### src/rtl/lcd_pkg.sv
// lcd_pkg: HD44780 command bytes and state encodings shared by the LCD string driver.
package lcd_pkg;
    localparam logic [7:0] LCD_FUNC_SET = 8'h28;
    localparam logic [7:0] LCD_ENTRY    = 8'h06;
    localparam logic [7:0] LCD_DISP_ON  = 8'h0C;
    localparam logic [7:0] LCD_CLEAR    = 8'h01;
    localparam logic [7:0] LCD_LINE1    = 8'h80;
    localparam logic [7:0] LCD_LINE2    = 8'hC0;
    localparam int WAIT_W = 20;

    typedef enum logic [2:0] {
        ST_PWRUP, ST_INIT, ST_CFG, ST_SNAP, ST_REFRESH, ST_IDLE
    } lcd_state_t;

    typedef enum logic [2:0] {
        TX_IDLE, TX_SETUP, TX_EHI, TX_HOLD, TX_WAIT
    } tx_state_t;
endpackage

### src/rtl/lcd_nibble_tx.sv
// lcd_nibble_tx: drives one 4-bit LCD write (setup, E pulse, hold) followed by a post-nibble wait.
module lcd_nibble_tx
    import lcd_pkg::*;
#(
    parameter int unsigned T_E = 12
) (
    input  logic              clk,
    input  logic              rst_n,
    input  logic              start,
    input  logic              rs,
    input  logic [3:0]        nibble,
    input  logic [WAIT_W-1:0] post_wait,
    output logic              done,
    output logic              lcd_e,
    output logic              lcd_rs,
    output logic [3:0]        lcd_d
);
    localparam logic [WAIT_W-1:0] E_LAST = WAIT_W'(T_E - 1);

    tx_state_t         state, state_n;
    logic [WAIT_W-1:0] cnt, cnt_n, wait_len, wait_len_n;
    logic              rs_n, e_n;
    logic [3:0]        d_n;

    always_comb begin
        state_n    = state;
        cnt_n      = cnt - 1'b1;
        wait_len_n = wait_len;
        rs_n       = lcd_rs;
        d_n        = lcd_d;
        done       = 1'b0;
        case (state)
            TX_IDLE: begin
                cnt_n = cnt;
                if (start) begin
                    state_n    = TX_SETUP;
                    cnt_n      = WAIT_W'(1);
                    rs_n       = rs;
                    d_n        = nibble;
                    wait_len_n = post_wait - 1'b1;
                end
            end
            TX_SETUP: if (cnt == '0) begin
                state_n = TX_EHI;
                cnt_n   = E_LAST;
            end
            TX_EHI: if (cnt == '0) begin
                state_n = TX_HOLD;
                cnt_n   = WAIT_W'(1);
            end
            TX_HOLD: if (cnt == '0) begin
                state_n = TX_WAIT;
                cnt_n   = wait_len;
            end
            TX_WAIT: if (cnt == '0) begin
                state_n = TX_IDLE;
                cnt_n   = '0;
                done    = 1'b1;
            end
            default: state_n = TX_IDLE;
        endcase
        // E is registered from the next state so it never glitches on a state decode
        e_n = (state_n == TX_EHI);
    end

    always_ff @(posedge clk or negedge rst_n) begin
        if (!rst_n) begin
            state    <= TX_IDLE;
            cnt      <= '0;
            wait_len <= '0;
            lcd_e    <= 1'b0;
            lcd_rs   <= 1'b0;
            lcd_d    <= '0;
        end else begin
            state    <= state_n;
            cnt      <= cnt_n;
            wait_len <= wait_len_n;
            lcd_e    <= e_n;
            lcd_rs   <= rs_n;
            lcd_d    <= d_n;
        end
    end
endmodule

### src/rtl/lcd_string_driver.sv
// lcd_string_driver: initialises a 16x2 HD44780 LCD in 4-bit mode and rewrites both lines
// from a 32-character image on power-up and on every refresh request.
module lcd_string_driver
    import lcd_pkg::*;
#(
    parameter int unsigned T_PWRUP      = 750000,
    parameter int unsigned T_INIT_LONG  = 205000,
    parameter int unsigned T_INIT_SHORT = 5000,
    parameter int unsigned T_CMD        = 2000,
    parameter int unsigned T_CLR        = 82000,
    parameter int unsigned T_E          = 12,
    parameter int unsigned T_NIB        = 50
) (
    input  logic         CCLK,
    input  logic         RSTN,
    input  logic [255:0] strdata,
    input  logic         cls,
    output logic         busy,
    output logic         lcd_rs,
    output logic         lcd_rw,
    output logic         lcd_e,
    output logic [3:0]   lcd_d
);
    localparam logic [WAIT_W-1:0] W_PWRUP = WAIT_W'(T_PWRUP - 1);
    localparam logic [WAIT_W-1:0] W_LONG  = WAIT_W'(T_INIT_LONG);
    localparam logic [WAIT_W-1:0] W_SHORT = WAIT_W'(T_INIT_SHORT);
    localparam logic [WAIT_W-1:0] W_CMD   = WAIT_W'(T_CMD);
    localparam logic [WAIT_W-1:0] W_CLR   = WAIT_W'(T_CLR);
    localparam logic [WAIT_W-1:0] W_NIB   = WAIT_W'(T_NIB);

    lcd_state_t        state, state_n;
    logic [WAIT_W-1:0] wcnt, wcnt_n, tx_wait;
    logic [1:0]        step, step_n;
    logic [4:0]        idx, idx_n;
    logic              lo, lo_n, addr, addr_n, issued, issued_n, pending, pending_n, busy_n;
    logic [255:0]      shadow, shadow_n;
    logic [7:0]        pos, char_byte, cfg_byte, cur_byte;
    logic              cur_rs, start, done;
    logic [3:0]        tx_nib;

    assign lcd_rw = 1'b0;

    // Byte/nibble currently being sent, derived from the sequencing position
    always_comb begin
        pos       = 8'd255 - {idx, 3'b000};
        char_byte = shadow[pos -: 8];
        cfg_byte  = step == 2'd0 ? LCD_FUNC_SET : step == 2'd1 ? LCD_ENTRY :
                    step == 2'd2 ? LCD_DISP_ON : LCD_CLEAR;
        cur_rs    = (state == ST_REFRESH) && !addr;
        cur_byte  = state == ST_CFG ? cfg_byte : addr ? (idx[4] ? LCD_LINE2 : LCD_LINE1) : char_byte;
        tx_nib    = state == ST_INIT ? (step == 2'd3 ? 4'h2 : 4'h3) : lo ? cur_byte[3:0] : cur_byte[7:4];
        tx_wait   = state == ST_INIT ? (step == 2'd0 ? W_LONG : step == 2'd3 ? W_CMD : W_SHORT) :
                    !lo ? W_NIB : (!cur_rs && cur_byte == LCD_CLEAR) ? W_CLR : W_CMD;
        start     = (state inside {ST_INIT, ST_CFG, ST_REFRESH}) && !issued;
    end

    always_comb begin
        state_n   = state;
        wcnt_n    = wcnt;
        step_n    = step;
        idx_n     = idx;
        lo_n      = lo;
        addr_n    = addr;
        shadow_n  = shadow;
        issued_n  = done ? 1'b0 : start ? 1'b1 : issued;
        pending_n = pending | (cls && state != ST_IDLE);
        case (state)
            ST_PWRUP: begin
                wcnt_n = wcnt == '0 ? '0 : wcnt - 1'b1;
                if (wcnt == '0) begin
                    state_n = ST_INIT;
                    step_n  = 2'd0;
                end
            end
            ST_INIT: if (done) begin
                step_n = step + 2'd1;
                if (step == 2'd3) state_n = ST_CFG;
            end
            ST_CFG: if (done) begin
                lo_n = !lo;
                if (lo) begin
                    step_n = step + 2'd1;
                    if (step == 2'd3) state_n = ST_SNAP;
                end
            end
            ST_SNAP: begin
                shadow_n = strdata;
                addr_n   = 1'b1;
                lo_n     = 1'b0;
                state_n  = ST_REFRESH;
            end
            ST_REFRESH: if (done) begin
                lo_n = !lo;
                if (lo) begin
                    if (addr) begin
                        addr_n = 1'b0;
                    end else begin
                        // idx wraps 31 -> 0 on the way back to IDLE
                        idx_n  = idx + 5'd1;
                        addr_n = idx == 5'd15;
                        if (idx == 5'd31) state_n = ST_IDLE;
                    end
                end
            end
            ST_IDLE: if (cls || pending) begin
                pending_n = 1'b0;
                state_n   = ST_SNAP;
            end
            default: state_n = ST_PWRUP;
        endcase
        busy_n = state_n != ST_IDLE;
    end

    always_ff @(posedge CCLK or negedge RSTN) begin
        if (!RSTN) begin
            state   <= ST_PWRUP;
            wcnt    <= W_PWRUP;
            step    <= '0;
            idx     <= '0;
            lo      <= 1'b0;
            addr    <= 1'b0;
            issued  <= 1'b0;
            pending <= 1'b0;
            busy    <= 1'b1;
            shadow  <= '0;
        end else begin
            state   <= state_n;
            wcnt    <= wcnt_n;
            step    <= step_n;
            idx     <= idx_n;
            lo      <= lo_n;
            addr    <= addr_n;
            issued  <= issued_n;
            pending <= pending_n;
            busy    <= busy_n;
            shadow  <= shadow_n;
        end
    end

    lcd_nibble_tx #(.T_E(T_E)) u_tx (
        .clk      (CCLK),
        .rst_n    (RSTN),
        .start    (start),
        .rs       (cur_rs),
        .nibble   (tx_nib),
        .post_wait(tx_wait),
        .done     (done),
        .lcd_e    (lcd_e),
        .lcd_rs   (lcd_rs),
        .lcd_d    (lcd_d)
    );
endmodule

### config.mk
export PLATFORM = sky130hd
export DESIGN_NAME = lcd_string_driver
export DESIGN_NICKNAME = d
export VERILOG_FILES = /design/src/rtl/lcd_pkg.sv /design/src/rtl/lcd_nibble_tx.sv /design/src/rtl/lcd_string_driver.sv
export SDC_FILE = /design/constraint.sdc
export NUM_CORES = 1
export LEC_CHECK = 0
export ABC_CLOCK_PERIOD_IN_PS = 4500
export BUFFER_PORTS_ARGS = -buffer_cell sky130_fd_sc_hd__buf_2
export CAP_MARGIN = 20
export CORE_ASPECT_RATIO = 1.25
export CORE_UTILIZATION = 27
export DETAILED_ROUTE_END_ITERATION = 7
export GPL_TIMING_DRIVEN = 0
export SYNTH_ARGS = -nofsm -noshare
export SYNTH_HDL_FRONTEND = slang
export SYNTH_SLANG_ARGS = --single-unit
### constraint.sdc
create_clock -name CCLK -period 4.5 [get_ports CCLK]
set_input_delay 0.45 -clock CCLK [delete_from_list [all_inputs] [get_ports CCLK]]
set_output_delay 0.45 -clock CCLK [all_outputs]
set_load 0.01 [all_outputs]
==> qor.csv, run 1 <==
stage,metric,value,unit
critical_path,cp_slowest_cell,clkbuf_1,
timing,setup_violations,0,
floorplanning,dieArea,0.0600,mm2
synth,syn_nets,1463,
global_route,grt_first_pass_wirelength,78000,um
worst_hold_path,hold_class,input port to asynchronous set/reset pin,
finish,synthToLayoutAreaGrowth,23.1,%
critical_path,crit_family,buffers and inverters,
synth,yosysSeqAreaShare,53.2,%
timing,worstMarginPinSlew,1.16,ns
finish,final_nets,1774,
clocking,h-tree-depth,2,
clocking,clock_latency,0.54,ns
finish,fin_util,33.6,%
synth,yosysMostFrequentCell,dfrtp_1,
finish,final_area,0.0196,mm2
synth,ys_ff_latch,338,
finish,multi_input_area,0.00709,mm2
finish,drive_gt1_share,44.9,%
critical_path,path_cells,"clkbuf_1, clkbuf_1, mux4_2, mux2i_1, mux2i_1, a221oi_1, nand2_1, or3_4, o221a_1",
critical_path,arrival,4.37,ns
global_route,first_global_vias,12200,
place,io_buffers,265,
routing,drtPass1Iterations,5,
place,place_hpwl,38800,um
timing,hold_violations,0,
critical_path,setup.worst_path.start_class,register,
floorplanning,core-area,0.0583,mm2
synth,synthTopCellsByCount,"dfrtp_1, mux2_2, nor2_1, nand2_1, mux4_2",
routing,wl,51900,um
finish,regArea,0.00848,mm2
routing,postRouteAntennaNets,0,
routing,drc,0,
routing,dr_total_vias,11400,
clocking,cts-root-buf,clkbuf_16,
power,peakVddDrop,0.272,mV
timing,rsz0062_at_grt,no,
global_route,grt_max_degree,124,
floorplanning,initial_core_util,27.3,%
clocking,ctsLongestPathBuffers,3,
global_route,overflow,0,
clocking,tritoncts,done,
synth,synth_area,0.0159,mm2
floorplanning,fp.dieW,219,um
routing,dr.first_iter.drc_count,620,
job,drv_cap,0,
run_status,status,completed,
clocking,hold_buffers,0,
clocking,cts.clk_slew.worst_paths,0.07,ns
timing,slew_viol_final,0,
floorplanning,placementRows,99,
critical_path,worst-path-buf-inv,2,
timing,max_slew_margin,23.0,%
critical_path,critical_path_class,register to register,
timing,max_freq,0.253,GHz
finish,fillers,5775,
critical_path,crit_path_end_kind,register,
critical_path,path_max_fanout,10,
clocking,cts_setup_buffers,0,
global_route,track_usage,17.5,%
synth,async_reset_ff_share,100,%
power,totalPowerFinal,6.82,mW
floorplanning,die_h,274,um
routing,wl_per_cell,22.6,um
place,globalplace.congestion,0.859,
clocking,cts.sink_count,338,
synth,yosys.area.top_type,dfrtp_1,
clocking,cts_buffers,37,
place,place_area,0.0183,mm2
timing,clock_skew,0.0211,ns
synth,synth.area.top_cells,"dfrtp_1, mux2_2, mux4_2, dfstp_2, nor2_1",
synth,avgSynthCellArea,13.3,um2
synth,synthCells,1194,
critical_path,worst_ep_required_time,4.92,ns
power,p_per_area,348,mW/mm2
power,leakage,8.33,nW
synth,yosysWarnings,0,
synth,synth_edf_count,0,
synth,yosys.cell_types.count,76,
timing,fin_crit_sh,87.7,%
floorplanning,boundaryPins,267,
global_route,antenna_found_initial,18,
timing,timing.final.crit_period,3.95,ns
synth,synth_top_area_share,50.9,%
synth,synth_ff_type,dfrtp_1,
clocking,cts_resized,0,
routing,avgViaCountPerCell,4.95,
critical_path,slowest_delay,0.89,ns
-- metal layers --
metal / track usage (%) / vias up / share of wire [%]
met5: 0 / - / 0.33
met4: 4.88 / 26 / 2.7
met3: 3.74 / 99 / 5.0
met2: 31.9 / 314 / 53
met1: 20.4 / 5881 / 39
li1: - / 5030 / -
-- flip-flops by register name (all words and copies together) (netlist names) --
name / flops
shadow: 256
u_tx.cnt: 20
wcnt: 20
u_tx.wait_len: 18
idx: 5
u_tx.lcd_d: 4
state: 3
u_tx.state: 3
step: 2
addr: 1
busy: 1
issued: 1
lo: 1
pending: 1
u_tx.lcd_e: 1
u_tx.lcd_rs: 1
-- per-stage QoR --
| step | TNS, ns | hold WS, ns | std cells | worst slack (ns) |
|---|---|---|---|---|
| after global placement | -1176.64 | 0.459 | 2216 | -3.63 |
| after detailed placement | 0 | 0.454 | 2223 | 0.547 |
| after floorplan | 0 | 0.154 | 1194 | 1.73 |
| after CTS | 0 | 0.0368 | 2291 | 0.545 |
| final | 0 | 0.0119 | 2294 | 0.554 |
| after global routing | 0 | 0.0707 | 2294 | 0.445 |
-- final timing paths --
check                                      start               end  slack (ns)  cells after the start
worst max-delay path                      idx[3]  u_tx.wait_len[9]        0.55                      9
worst min-delay path                        RSTN        shadow[82]        0.01                      1
worst max register to register            idx[3]  u_tx.wait_len[9]        0.55                      9
worst min register to register  u_tx.wait_len[0]  u_tx.wait_len[0]        0.46                      1
max in group asynchronous                   RSTN       shadow[174]        3.37                      2
min in group CCLK                   strdata[125]       shadow[125]        0.13                      2
-- layout by cell type (no fill, tap or decap), drive strengths merged, types with 11 or more instances in the layout --
master,count
a21oi,30
buf,290
clkbuf,113
dfrtp,324
dfstp,14
inv,13
mux2,263
mux2i,26
mux4,63
nand2,66
nand3,11
nor2,70
nor3,21
nor4,15
o21ai,38
or3,14
-- power by group --
group          internal, mW  leakage, nW  switching (mW)
Combinational         0.214         3.75           0.166
Sequential             3.16         3.97          0.0573
Clock                  1.91        0.609            1.31
-- kinds of logic after synthesis --
group / after synthesis / share of synthesized area, %
buffers and inverters: 88 / 2.26
adder cells (fa/ha/maj): 11 / 0.848
multiplexers: 352 / 29.2
AND/OR/NAND/NOR: 245 / 7.59
AO/OA/AOI/OAI: 142 / 5.91
other: 1 / 0.0235
flip-flops: 338 / 53.2
XOR/XNOR: 17 / 0.935
-- area by class of cell --
cell class                      instances  area share, %
Timing Repair Buffer                  272           7.48
Inverter                               14          0.268
Antenna cell                            3         0.0383
Clock inverter                         11          0.874
Clock buffer                           57           5.57
Multi-Input combinational cell        768           36.2
Sequential cell                       338           43.2
Buffer                                 74           1.57
Tap cell                              757           4.83
(Power assumes the default switching activity.)
==> run 2, diff against run 1 <==
PLACE_DENSITY = 0.43   (was default)
RECOVER_POWER = 100   (was default)
==> run 2 against run 1 <==
  * The flow now finishes with violations (max-capacitance violations, max-slew violations)
  * Clock power down 2%
  * Sequential cell count unchanged
  * Non-clock buffer count up 1
  * First-iteration DRC count down 21%
  * Die area unchanged
  * Cell count about the same
  * Critical endpoint is now u_tx.wait_len[7]
  * Largest cell class unchanged
==> qor.csv, run 2 (same netlist as run 1, synthesis figures left out) <==
stage,metric,value,unit,change
global_route,grt_util_met1,20.2,%,was 20.4%
clocking,cts.sink_count,338,,unchanged
worst_hold_path,hold_class,input port to register,,was input port to asynchronous set/reset pin
critical_path,crit_path_end_kind,register,,unchanged
timing,setup_violations,0,,unchanged
job,drv_cap,1,,was 0
clocking,tritoncts,done,,unchanged
global_route,grt_max_degree,100,,was 124
critical_path,worst_ep_required_time,4.94,ns,was 4.92 ns
finish,drive_gt1_share,44.0,%,was 44.9%
global_route,first_global_vias,11700,,was 12200
global_route,grt_first_pass_wirelength,78300,um,was 78000 um
clocking,cts-root-buf,clkbuf_16,,unchanged
place,place_area,0.0184,mm2,was 0.0183 mm2
routing,postRouteAntennaNets,0,,unchanged
critical_path,setup.worst_path.start_class,register,,unchanged
place,io_buffers,265,,unchanged
timing,rsz0062_at_grt,no,,unchanged
clocking,cts.clk_slew.worst_paths,0.06,ns,was 0.07 ns
timing,clock_skew,0.0304,ns,was 0.0211 ns
global_route,track_usage,17.9,%,was 17.5%
critical_path,arrival,4.49,ns,was 4.37 ns
floorplanning,core-area,0.0583,mm2,unchanged
timing,max_freq,0.247,GHz,was 0.253 GHz
place,globalplace.congestion,0.797,,was 0.859
routing,drtPass1Iterations,5,,unchanged
global_route,overflow,0,,unchanged
critical_path,path_max_fanout,10,,unchanged
finish,final_cell_mix,"dfrtp_1, buf_2, mux2_2",,unchanged
timing,hold_violations,0,,unchanged
floorplanning,dieArea,0.0600,mm2,unchanged
finish,fillers,5903,,was 5775
finish,largest_register_ff_count,256,,unchanged
floorplanning,fp.dieW,219,um,unchanged
floorplanning,placementRows,99,,unchanged
global_route,grt_use_met2,32.2,%,was 31.9%
finish,synthToLayoutAreaGrowth,22.7,%,was 23.1%
floorplanning,die_h,274,um,unchanged
routing,avgViaCountPerCell,4.86,,was 4.95
place,dp_cells,2223,,unchanged
routing,dr.first_iter.drc_count,489,,was 620
timing,worstMarginPinSlew,2.57,ns,was 1.16 ns
finish,final_common_cell,dfrtp_1,,unchanged
floorplanning,initial_core_util,27.3,%,unchanged
clocking,clock_latency,0.57,ns,was 0.54 ns
timing,slew_viol_final,94,,was 0
global_route,gr-max-usage-layer,met2,,unchanged
timing,timing.final.crit_period,4.05,ns,was 3.95 ns
global_route,use_met3,4.58,%,was 3.74%
finish,final_nets,1776,,was 1774
clocking,cts_resized,0,,unchanged
run_status,violations,"max-capacitance violations, max-slew violations",,
clocking,ctsLongestPathBuffers,3,,unchanged
place,place_hpwl,40200,um,was 38800 um
place,post-place-ws,0.548,ns,was 0.547 ns
routing,wl_per_cell,23.1,um,was 22.6 um
routing,wl,53000,um,was 51900 um
critical_path,critical_path_class,register to register,,unchanged
timing,fin_ws,0.451,ns,was 0.554 ns
power,p_per_area,345,mW/mm2,was 348 mW/mm2
timing,fin_crit_sh,90.0,%,was 87.7%
clocking,h-tree-depth,2,,unchanged
routing,dr_total_vias,11100,,was 11400
timing,max_slew_margin,-71.3,%,was 23.0%
finish,top_regs,"shadow x256, u_tx.cnt x20, wcnt x20",,unchanged
global_route,antenna_found_initial,24,,was 18
power,leakage,8.29,nW,was 8.33 nW
routing,drc,0,,unchanged
finish,fin_cells,2293,,was 2294
power,peakVddDrop,0.251,mV,was 0.272 mV
finish,largest_register,shadow,,unchanged
floorplanning,boundaryPins,267,,unchanged
finish,final_area,0.0195,mm2,was 0.0196 mm2
run_status,status,"finished, violations left",,was completed
clocking,cts_buffers,38,,was 37
[run 2: final timing paths]
check                           depth (start not counted)                to        startpoint  slack, ns
worst min register to register                          1  u_tx.wait_len[0]  u_tx.wait_len[0]       0.47
max in group asynchronous                               3       shadow[186]              RSTN       1.21
worst max register to register                         10  u_tx.wait_len[7]            idx[3]       0.45
min in group asynchronous                               2        shadow[38]              RSTN       0.39
worst max-delay path                                   10  u_tx.wait_len[7]            idx[3]       0.45
worst min-delay path                                    2        shadow[42]       strdata[42]       0.11
[run 2: stage by stage]
stage | hold WS [ns] | TNS [ns] | util, % | total power, mW
CTS | 0.0764 | 0 | 33.6 | 6.88
detailed placement | 0.425 | 0 | 31.5 | 3.66
finish | 0.114 | 0 | 33.5 | 6.75
global placement | 0.456 | -1310.85 | 31.2 | 3.64
floorplan | 0.154 | 0 | - | 3.41
global route | 0.0845 | 0 | 33.5 | 7.02
[run 2: metal layers]
metal	part of all wire, %	vias up
met3	5.2	107
li1	-	5046
met1	38	5718
met4	3.1	34
met5	0.39	-
met2	53	241
[run 2: worst max-delay path: stages (launching register included)]
cell and delay (ns):
dfrtp_1 0.33, clkbuf_1 0.27, buf_2 0.48, clkbuf_1 0.80, mux4_2 0.43, mux2i_1 0.36, nand3_1 0.14, o211ai_1 0.18
nand4_1 0.16, or3_1 0.49, a31o_1 0.27
[run 2: power by group]
| group | leakage [nW] | switching (mW) | internal [mW] |
|---|---|---|---|
| Combinational | 3.71 | 0.167 | 0.215 |
| Clock | 0.607 | 1.29 | 1.86 |
| Sequential | 3.97 | 0.0568 | 3.16 |
| Total | 8.29 | 1.51 | 5.23 |
[run 2: final cells by class]
| cell class | count | area, um2 | area share (%) |
|---|---|---|---|
| clock buffer | 55 | 1090 | 5.60 |
| sequential | 338 | 8480 | 43.4 |
| multi-input combinational | 768 | 7070 | 36.2 |
| tap | 757 | 947 | 4.85 |
| timing repair buffer | 273 | 1450 | 7.40 |
| inverter | 14 | 52.6 | 0.269 |
| antenna | 5 | 12.5 | 0.0640 |
| buffer | 74 | 303 | 1.55 |
| clock inverter | 9 | 139 | 0.711 |
[run 2: what timing repair did]
action                    4_1_cts  5_1_grt
hold buffers                    1        0
buffers inserted                0        0
hold endpoints to repair       53        0
==> run 3, diff against run 2 <==
SETUP_SLACK_MARGIN = 0.5   (was default)
==> run 3 against run 2 <==
  * The run still ends with max-capacitance violations, max-slew violations left
  * First-iteration DRC count is 2.2% lower
  * Clock skew is 0.00072 ns lower
  * Wire length about the same
  * Sequential cell count did not move
  * Setup slack better by 0.030 ns
  * Largest cell class unchanged
  * Largest power group unchanged
  * Highest routed layer unchanged
==> qor.csv, run 3 (same netlist as run 1, synthesis figures left out) <==
stage,metric,value,unit,change
critical_path,path_cells,"clkbuf_1, buf_2, mux4_2, mux2i_1, mux2i_1, a221oi_1, nand2_1, or3_4, a31o_1",,"was clkbuf_1, buf_2, clkbuf_1, mux4_2, mux2i_1, nand3_1, o211ai_1, nand4_1, or3_1, a31o_1"
clocking,clock_latency,0.57,ns,about the same
critical_path,critical_path_class,register to register,,unchanged
place,place_hpwl,40200,um,unchanged
power,p_per_area,345,mW/mm2,about the same
global_route,grt_max_degree,100,,unchanged
timing,rsz0062_at_grt,no,,unchanged
place,io_buffers,265,,unchanged
clocking,ctsLongestPathBuffers,3,,unchanged
clocking,cts.clk_slew.worst_paths,0.06,ns,about the same
timing,clock_skew,0.0297,ns,was 0.0304 ns
critical_path,critPathMostFrequentCell,mux2i_1,,was clkbuf_1
critical_path,crit_path_end_kind,register,,unchanged
timing,max_slew_margin,-71.0,%,was -71.3%
power,seqPwrFrac,47.7,%,was 47.6%
timing,hold_violations,0,,unchanged
clocking,cts_buffers,38,,unchanged
routing,wl,53000,um,about the same
floorplanning,placementRows,99,,unchanged
clocking,cts.sink_count,338,,unchanged
run_status,violations,"max-capacitance violations, max-slew violations",,unchanged
routing,postRouteAntennaNets,0,,unchanged
floorplanning,die_h,274,um,unchanged
finish,synthToLayoutAreaGrowth,22.7,%,about the same
power,totalPowerFinal,6.75,mW,about the same
routing,wl_per_cell,23.1,um,about the same
clocking,h-tree-depth,2,,unchanged
power,p_int,5.23,mW,about the same
place,globalplace.congestion,0.797,,unchanged
job,drv_cap,1,,unchanged
global_route,grt_first_pass_wirelength,78300,um,unchanged
finish,fin_util,33.5,%,about the same
critical_path,slowest_delay,0.60,ns,was 0.80 ns
power,peakVddDrop,0.251,mV,about the same
floorplanning,core-area,0.0583,mm2,unchanged
finish,final_common_cell,dfrtp_1,,unchanged
routing,wl_met3,2770,um,was 2730 um
timing,timing.final.crit_period,4.02,ns,was 4.05 ns
finish,largest_register_ff_count,256,,unchanged
timing,fin_crit_sh,89.3,%,was 90.0%
power,p_clk_share,46.7,%,about the same
worst_hold_path,hold_class,input port to register,,unchanged
timing,hold_slack,0.113,ns,was 0.114 ns
power,combPwrFrac,5.7,%,about the same
global_route,first_global_vias,11700,,unchanged
finish,final_nets,1776,,unchanged
finish,drive_gt1_share,44.0,%,about the same
critical_path,path_max_fanout,10,,unchanged
timing,fin_ws,0.481,ns,was 0.451 ns
critical_path,arrival,4.46,ns,was 4.49 ns
global_route,antenna_found_initial,24,,unchanged
timing,max_freq,0.249,GHz,was 0.247 GHz
global_route,overflow,0,,unchanged
timing,setup_violations,0,,unchanged
floorplanning,dieArea,0.0600,mm2,unchanged
power,switching_share,22.4,%,about the same
routing,dr.first_iter.drc_count,478,,was 489
floorplanning,fp.dieW,219,um,unchanged
power,leakage,8.29,nW,about the same
routing,dr_total_vias,11100,,about the same
finish,top_regs,"shadow x256, u_tx.cnt x20, wcnt x20",,unchanged
timing,worstMarginPinSlew,2.57,ns,about the same
finish,largest_register,shadow,,unchanged
routing,drtPass1Iterations,5,,unchanged
routing,wl_met1,20300,um,about the same
clocking,cts-root-buf,clkbuf_16,,unchanged
critical_path,cp_slowest_cell,clkbuf_1,,unchanged
routing,highest_layer,met5,,unchanged
run_status,status,"finished, violations left",,unchanged
routing,route.met2.wl,28100,um,about the same
floorplanning,boundaryPins,267,,unchanged
routing,drc,0,,unchanged
routing,avgViaCountPerCell,4.86,,about the same
floorplanning,initial_core_util,27.3,%,unchanged
global_route,track_usage,17.9,%,unchanged
clocking,tritoncts,done,,unchanged
power,switchingPower,1.51,mW,about the same
clocking,cts_setup_buffers,0,,unchanged
place,post-place-ws,0.548,ns,unchanged
finish,final_cell_mix,"dfrtp_1, buf_2, mux2_2",,unchanged
timing,slew_viol_final,94,,unchanged
critical_path,setup.worst_path.start_class,register,,unchanged
critical_path,worst_ep_required_time,4.94,ns,about the same
run 3: cell types whose count changed in the layout (fill, tap and decap cells not counted), sizes merged:
cell and delta:
buf -1, clkbuf +1
run 3: stage by stage:
stage	area, um2	TNS, ns	cells
floorplan	15900	0	1194
global placement	18200	-1310.85	2216
detailed placement	18400	0	2223
CTS	19600	0	2288
global route	19500	0	2291
finish	19600	0	2293
run 3: what timing repair did:
item                                    4_1_cts  5_1_grt
endpoints found under the hold margin        53        0
endpoints found under the setup margin        0        5
resized for setup                             0        2
hold buffers                                  1        0
run 3: power groups by stage:
stage / registers (mW) / logic, mW / clock network [mW]
after floorplan: 3.25 / 0.159 / 0
after global placement: 3.27 / 0.378 / 0
after detailed placement: 3.27 / 0.394 / 0
after CTS: 3.21 / 0.396 / 3.27
after global routing: 3.23 / 0.421 / 3.37
final: 3.21 / 0.382 / 3.15
run 3: layout make-up:
cell class | count | area [um2]
tap | 757 | 947
clock inverter | 9 | 139
antenna | 5 | 12.5
clock buffer | 55 | 1090
timing repair buffer | 273 | 1450
sequential | 338 | 8480
fill | 5903 | 38800
multi-input combinational | 768 | 7080
inverter | 14 | 52.6
buffer | 74 | 303
run 3: path summary, 6_finish.rpt:
| check | start | endpoint | slack, ns | depth (start not counted) |
|---|---|---|---|---|
| max in group asynchronous | RSTN | shadow[186] | 1.21 | 3 |
| max | idx[1] | u_tx.wait_len[7] | 0.48 | 9 |
| max reg2reg | idx[1] | u_tx.wait_len[7] | 0.48 | 9 |
| min reg2reg | u_tx.wait_len[0] | u_tx.wait_len[0] | 0.47 | 1 |
| min | strdata[42] | shadow[42] | 0.11 | 2 |
| min in group asynchronous | RSTN | shadow[38] | 0.39 | 2 |
run 3: worst max-delay path, delay by kind of cell, from the launching register on:
| family | cells | cell delay (ns) |
|---|---|---|
| flops | 1 | 0.40 |
| mux | 3 | 1.12 |
| simple gates | 2 | 0.58 |
| buf+inv | 2 | 1.13 |
| compound gates | 2 | 0.67 |
run 3: routing by layer:
| metal | GRT usage (%) | up-vias |
|---|---|---|
| li1 | - | 5040 |
| met1 | 20.2 | 5705 |
| met2 | 32.2 | 257 |
| met3 | 4.58 | 105 |
| met4 | 6.16 | 34 |
| met5 | 0 | - |
